[src/rtl/riscv_pkg.sv]
// ============================================================================
// Module : riscv_pkg
// Brief  : Shared RISC-V decode definitions. Holds the base opcode constants,
//          the immediate-format encodings, the skid-buffer state type and the
//          buffered entry struct used by id_decode_buffer.
// Rev    : 1.0  initial release
// ============================================================================
`default_nettype none

package riscv_pkg;

  // Widest instruction/PC width an entry can carry; narrower builds
  // zero-extend into the entry and slice back out on the way to EX.
  localparam int RV_MAX_XLEN = 64;

  // Base opcodes (instr[6:0])
  localparam logic [6:0] OPC_LOAD     = 7'b0000011;
  localparam logic [6:0] OPC_OP_IMM   = 7'b0010011;
  localparam logic [6:0] OPC_JALR     = 7'b1100111;
  localparam logic [6:0] OPC_SYSTEM   = 7'b1110011;
  localparam logic [6:0] OPC_MISC_MEM = 7'b0001111;
  localparam logic [6:0] OPC_STORE    = 7'b0100011;
  localparam logic [6:0] OPC_BRANCH   = 7'b1100011;
  localparam logic [6:0] OPC_LUI      = 7'b0110111;
  localparam logic [6:0] OPC_AUIPC    = 7'b0010111;
  localparam logic [6:0] OPC_JAL      = 7'b1101111;
  localparam logic [6:0] OPC_OP       = 7'b0110011;

  // Immediate-format select
  localparam logic [2:0] IMM_I    = 3'b000;
  localparam logic [2:0] IMM_S    = 3'b001;
  localparam logic [2:0] IMM_B    = 3'b010;
  localparam logic [2:0] IMM_U    = 3'b011;
  localparam logic [2:0] IMM_J    = 3'b100;
  localparam logic [2:0] IMM_NONE = 3'b111;

  // Skid-buffer occupancy
  typedef enum logic [1:0] {
    ST_EMPTY = 2'd0,
    ST_ONE   = 2'd1,
    ST_TWO   = 2'd2
  } state_t;

  // One buffered instruction with its decode result
  typedef struct packed {
    logic [RV_MAX_XLEN-1:0] instr;
    logic [RV_MAX_XLEN-1:0] pc;
    logic [2:0]             imm_type;
    logic                   illegal;
  } entry_t;

endpackage

`default_nettype wire

[src/rtl/imm_type_decoder.sv]
// ============================================================================
// Module : imm_type_decoder
// Brief  : Purely combinational opcode decoder. Maps a base opcode onto its
//          immediate-format select and flags opcodes the core does not support.
// Ports  : i_opcode   [6:0] instruction opcode field
//          o_imm_type [2:0] immediate format (IMM_I..IMM_J, IMM_NONE)
//          o_illegal        opcode not supported
// Rev    : 1.0  initial release
// ============================================================================
`default_nettype none

module imm_type_decoder
  import riscv_pkg::*;
(
  input  logic [6:0] i_opcode,
  output logic [2:0] o_imm_type,
  output logic       o_illegal
);

  always_comb begin
    // Unknown opcodes fall through to "no immediate, illegal"
    o_imm_type = IMM_NONE;
    o_illegal  = 1'b1;
    case (i_opcode)
      OPC_LOAD, OPC_OP_IMM, OPC_JALR, OPC_SYSTEM, OPC_MISC_MEM: begin
        o_imm_type = IMM_I;
        o_illegal  = 1'b0;
      end
      OPC_STORE: begin
        o_imm_type = IMM_S;
        o_illegal  = 1'b0;
      end
      OPC_BRANCH: begin
        o_imm_type = IMM_B;
        o_illegal  = 1'b0;
      end
      OPC_LUI, OPC_AUIPC: begin
        o_imm_type = IMM_U;
        o_illegal  = 1'b0;
      end
      OPC_JAL: begin
        o_imm_type = IMM_J;
        o_illegal  = 1'b0;
      end
      OPC_OP: begin
        // Register-register ops carry no immediate but are legal
        o_imm_type = IMM_NONE;
        o_illegal  = 1'b0;
      end
      default: begin
        o_imm_type = IMM_NONE;
        o_illegal  = 1'b1;
      end
    endcase
  end

endmodule

`default_nettype wire

[src/rtl/id_decode_buffer.sv]
// ============================================================================
// Module : id_decode_buffer
// Brief  : Two-entry skid buffer between IF/ID and EX. Each instruction is
//          decoded (immediate format / illegal) as it is accepted and is
//          presented to EX one cycle later. All outputs come from registers.
// Config : ID_DECODE_STALL_CNT_EN - adds a saturating 32-bit stall_cnt output
//          counting cycles where the head is valid but EX is not ready.
// Ports  : clk, rst (async, active-high), flush (sync pipeline flush)
//          in_valid / in_ready / in_instr / in_pc          upstream handshake
//          out_valid / out_ready / out_instr / out_pc      downstream handshake
//          out_imm_type, out_illegal                       head decode result
//          stall_cnt                                        (optional)
// Rev    : 1.0  initial release
// ============================================================================
`default_nettype none

module id_decode_buffer
  import riscv_pkg::*;
#(
  parameter int XLEN = 32
) (
  input  logic            clk,
  input  logic            rst,
  input  logic            flush,
  input  logic            in_valid,
  output logic            in_ready,
  input  logic [XLEN-1:0] in_instr,
  input  logic [XLEN-1:0] in_pc,
  output logic            out_valid,
  input  logic            out_ready,
  output logic [XLEN-1:0] out_instr,
  output logic [XLEN-1:0] out_pc,
  output logic [2:0]      out_imm_type,
  output logic            out_illegal
`ifdef ID_DECODE_STALL_CNT_EN
  ,
  output logic [31:0]     stall_cnt
`endif
);

  state_t     r_state;
  state_t     w_state_nxt;
  entry_t     r_head;      // entry visible to EX
  entry_t     r_skid;      // second entry, only meaningful in ST_TWO
  entry_t     w_new;       // decoded incoming entry
  logic       r_in_ready;
  logic [2:0] w_imm_type;
  logic       w_illegal;
  logic       w_accept;
  logic       w_pop;

  imm_type_decoder u_imm_type_decoder (
    .i_opcode   (in_instr[6:0]),
    .o_imm_type (w_imm_type),
    .o_illegal  (w_illegal)
  );

  always_comb begin
    w_new          = '0;
    w_new.instr    = RV_MAX_XLEN'(in_instr);
    w_new.pc       = RV_MAX_XLEN'(in_pc);
    w_new.imm_type = w_imm_type;
    w_new.illegal  = w_illegal;
  end

  assign out_valid = (r_state != ST_EMPTY);
  assign in_ready  = r_in_ready;
  assign w_accept  = in_valid && r_in_ready;
  assign w_pop     = out_valid && out_ready;

  // --------------------------------------------------------------------------
  // Occupancy FSM
  // --------------------------------------------------------------------------
  always_ff @(posedge clk or posedge rst) begin
    if (rst) begin
      r_state <= ST_EMPTY;
    end else begin
      r_state <= w_state_nxt;
    end
  end

  always_comb begin
    w_state_nxt = r_state;
    if (flush) begin
      // Flush wins over any same-cycle accept or pop
      w_state_nxt = ST_EMPTY;
    end else begin
      case (r_state)
        ST_EMPTY: if (w_accept) w_state_nxt = ST_ONE;
        ST_ONE: begin
          if (w_accept && !w_pop)      w_state_nxt = ST_TWO;
          else if (!w_accept && w_pop) w_state_nxt = ST_EMPTY;
        end
        ST_TWO:   if (w_pop) w_state_nxt = ST_ONE;
        default:  w_state_nxt = ST_EMPTY;
      endcase
    end
  end

  // in_ready is registered from the next state so upstream sees no
  // combinational path from out_ready.
  always_ff @(posedge clk or posedge rst) begin
    if (rst) begin
      r_in_ready <= 1'b1;
    end else begin
      r_in_ready <= (w_state_nxt != ST_TWO);
    end
  end

  // --------------------------------------------------------------------------
  // Entry storage. Data is left untouched on flush; out_valid gates it.
  // --------------------------------------------------------------------------
  always_ff @(posedge clk or posedge rst) begin
    if (rst) begin
      r_head <= '0;
      r_skid <= '0;
    end else if (!flush) begin
      case (r_state)
        ST_EMPTY: begin
          if (w_accept) r_head <= w_new;
        end
        ST_ONE: begin
          // Accept+pop replaces the head directly; accept alone parks in skid
          if (w_accept && w_pop) r_head <= w_new;
          else if (w_accept)     r_skid <= w_new;
        end
        ST_TWO: begin
          if (w_pop) r_head <= r_skid;
        end
        default: ;
      endcase
    end
  end

  assign out_instr    = r_head.instr[XLEN-1:0];
  assign out_pc       = r_head.pc[XLEN-1:0];
  assign out_imm_type = r_head.imm_type;
  assign out_illegal  = r_head.illegal;

  // Upper entry bits above XLEN are always zero and never leave the block
  generate
    if (XLEN < RV_MAX_XLEN) begin : g_hi_unused
      logic w_unused_hi;
      assign w_unused_hi = ^{r_head.instr[RV_MAX_XLEN-1:XLEN],
                             r_head.pc[RV_MAX_XLEN-1:XLEN]};
    end
  endgenerate

`ifdef ID_DECODE_STALL_CNT_EN
  // --------------------------------------------------------------------------
  // Stall counter: saturates, cleared only by reset (flush leaves it alone)
  // --------------------------------------------------------------------------
  logic [31:0] r_stall_cnt;

  always_ff @(posedge clk or posedge rst) begin
    if (rst) begin
      r_stall_cnt <= '0;
    end else if (out_valid && !out_ready && (r_stall_cnt != 32'hFFFF_FFFF)) begin
      r_stall_cnt <= r_stall_cnt + 32'd1;
    end
  end

  assign stall_cnt = r_stall_cnt;
`endif

endmodule

`default_nettype wire

[config.mk]
export PLATFORM = sky130hd
export DESIGN_NAME = id_decode_buffer
export DESIGN_NICKNAME = d
export VERILOG_FILES = /design/src/rtl/riscv_pkg.sv /design/src/rtl/imm_type_decoder.sv /design/src/rtl/id_decode_buffer.sv
export SDC_FILE = /design/constraint.sdc
export NUM_CORES = 1
export LEC_CHECK = 0
export ABC_AREA = 1
export CAP_MARGIN = 10
export CORE_UTILIZATION = 35
export DETAILED_ROUTE_END_ITERATION = 10
export PLACE_DENSITY_LB_ADDON = 0.3
export SYNTH_ARGS = -nofsm -noshare
export SYNTH_HDL_FRONTEND = slang
export SYNTH_SLANG_ARGS = --single-unit
[constraint.sdc]
create_clock -name clk -period 4.7 [get_ports clk]
set_clock_uncertainty 0.1 [all_clocks]
set_input_delay 0.705 -clock clk [delete_from_list [all_inputs] [get_ports clk]]
set_output_delay 0.705 -clock clk [all_outputs]
set_load 0.02 [all_outputs]
==> flow_summary.ini <==
[status]
status = complete, but fails checks
failed_checks = DRC

[synth]
syn_inst = 729
synth_async_sr_flop_share_pct = 100
post_synth.cell_area_avg_um2 = 8.43
ys_seq_area_share_pct = 56.6
synthFlopType = dfrtp_1
yosysTopAreaCell = dfrtp_1
ys_top_cells_by_area = dfrtp_1 56%, nand2_1 18%, o211ai_1 7.9%, o21ai_0 5.5%, inv_1 4.6%
synth_top_area_share_pct = 56.2
synth_edf_count = 0
syn_area_um2 = 6140
synth_seq_cells = 139
syn-num-nets = 798
yosysWarnings = 0
yosysUniqueCellTypes = 23

[timing]
worst_slew_pin_slew_ns = 0.933
setup_viol = 0
period_needed_ns = 2.87
post-route-period-util_pct = 61.1
fin_tns_setup_ns = 0
maxSlewHeadroom_pct = 37.7
holdWs_ns = 0.374
hold_violations = 0
rsz0062_at_grt = no
max_freq_mhz = 348
maxSlewViolCount = 0

[final_layout]
multi_input_area_um2 = 2140
final-seq-area_um2 = 3480
area_delta_synth_final_pct = 34.0
fill_cells = 1675
antennaDiodeCount = 0
final_area_um2 = 8240
nNetsFinal = 920
drive_gt1_share_pct = 5.09

[clock_tree]
hold_buffers = 0
cts_tree = done
clockBufferDepth = 2
h-tree-depth = 4
clkLatencyLatePin_ns = 0.41
cts_sinks = 139
cts-root-buf = clkbuf_16
clk_pin_slew_ns = 0.05
post_cts.repair.setup_buffers = 0
cts_made_buffers = 17
cts_resized = 0

[grt]
grt_pass1_wl_um = 23400
grt_max_degree = 92
grt_antenna_before_repair = 0
grt_pass1_vias = 4782
grt.overflow.total = 0
grtUsageTotal_pct = 16.6

[power_and_ir_drop]
pwr_density_cell_nw_per_um2 = 467
peakVddDrop_mv = 0.244
total_power_uw = 3850
p_leak_uw = 0.00389

[floorplanning]
die_h_um = 135
start_util_pct = 35.6
num_rows = 48
core_um2 = 17200
die-area_um2 = 18100
io_pins = 139
die_x_um = 135

[detailed_routing]
postRouteAntennaNets = 0
route.vias.total = 5014
drtIter0Drc = 241
routedWlPerCell_um = 12.8
routed-wl-met2_um = 6490
wl_met1_um = 6660
drt_pass1_iterations = 7
dr_wl_met3_um = 593
top_layer = met4
via_per_inst = 4.60
drc_errors = 1
drt-total-wl_um = 13900

[setup_path]
cp-end-kind = flop
crit_path_cell_trace = nor2_4 > nand2_1 > o21ai_1 > nor2_2 > nand2_4 > buf_4 > a21oi_1 > nand2_1 > nand2_1
path_buf_inv = 1
crit_path_max_fanout = 43
crit_path_top_delay_cell = nor2_4
path_class = reg -> reg
crit_required_ns = 4.89
timing.rr.start = r_state[0]
crit_family = simple AND/OR/NAND/NOR gates
startpoint_type = flop
arrival_ns = 3.06
max_stage_delay_ns = 0.75
worst_path_most_repeated_cell = nand2_1
cp-startpoint = r_state[0]

[placed_design]
place_congestion = 0.783
port_buffers = 138
placed_cell_area_um2 = 7640
hpwl_um = 8900

[hold_path]
hp-class = reg -> reg
min_from = out_pc[20]

[job]
cap_viol_max_count = 0
cells in the mapped netlist, types with 4 or more instances:
cell / instances
clkbuf_1: 10
dfrtp_1: 138
a21oi_1: 6
buf_1: 5
nor2_1: 16
inv_1: 76
o211ai_1: 65
nand3_1: 9
nand2_1: 296
o21ai_0: 68
buf_2: 20
inv_2: 4
buf_6: 6
worst reg2reg max path, delay by kind of cell, from the launching register on:
kind,cells,cell delay (ns)
buf+inv,1,0.52
compound gates,2,0.24
simple gates,6,1.43
flops,1,0.45
state kept, by name (all words and copies together) (netlist names):
register and flops:
r_skid 68, out_instr 32, out_pc 32, out_imm_type 3, r_state 2, in_ready 1, out_illegal 1
metal layers:
| metal | up-vias | track usage [%] |
|---|---|---|
| met5 | - | 0 |
| met4 | 0 | 6.05 |
| met3 | 15 | 3.79 |
| met2 | 104 | 26.7 |
| met1 | 2328 | 22.0 |
| li1 | 2567 | - |
where the power goes:
group,total (uW),leakage (uW),switching [uW],internal [uW]
Combinational,894,0.00191,491,404
Clock,1330,0.000288,478,853
Sequential,1620,0.00169,129,1490
cell usage in the layout (no fill, tap or decap), types with 2 or more instances in the layout:
master,instances
o21ai_0,68
nand2_1,296
clkbuf_16,17
inv_2,4
nand3_1,9
bufinv_16,2
a21oi_1,6
o211ai_1,65
nor2_4,2
dfrtp_1,138
nor2_1,15
clkbuf_8,5
clkdlybuf4s50_1,138
inv_1,75
clkbuf_1,5
buf_4,6
cell type report:
cell class                 instances  area share [%]
inverter                          81            3.78
sequential                       139            42.3
clock inverter                     5           0.988
clock buffer                      27            6.23
multi-input combinational        468            26.0
tap                              225            3.42
timing repair buffer             144            17.3
logic make-up after synthesis:
| group | Yosys count | share of synthesized area (%) |
|---|---|---|
| compound gates | 142 | 14.3 |
| buf+inv | 122 | 8.63 |
| flops | 139 | 56.6 |
| simple gates | 326 | 20.4 |
final timing paths:
check,end,slack [ns],depth (start not counted)
worst max-delay path,out_imm_type[1],1.83,9
worst max register to register,out_imm_type[1],1.83,9
min in group asynchronous,out_instr[17],0.73,2
worst min-delay path,out_pc[20],0.37,2
max in group asynchronous,in_ready,2.86,3
worst min register to register,out_pc[20],0.37,2
through the flow:
stage	utilization (%)	setup WS [ns]	cells
3_3_place_gp	44.3	1.77	1057
5_1_grt	47.8	1.47	1089
3_5_place_dp	44.3	1.68	1057
4_1_cts	47.8	1.75	1089
6_report	47.8	1.83	1089
2_1_floorplan	-	0.172	729
No activity file was read; power rests on OpenSTA's default activity.
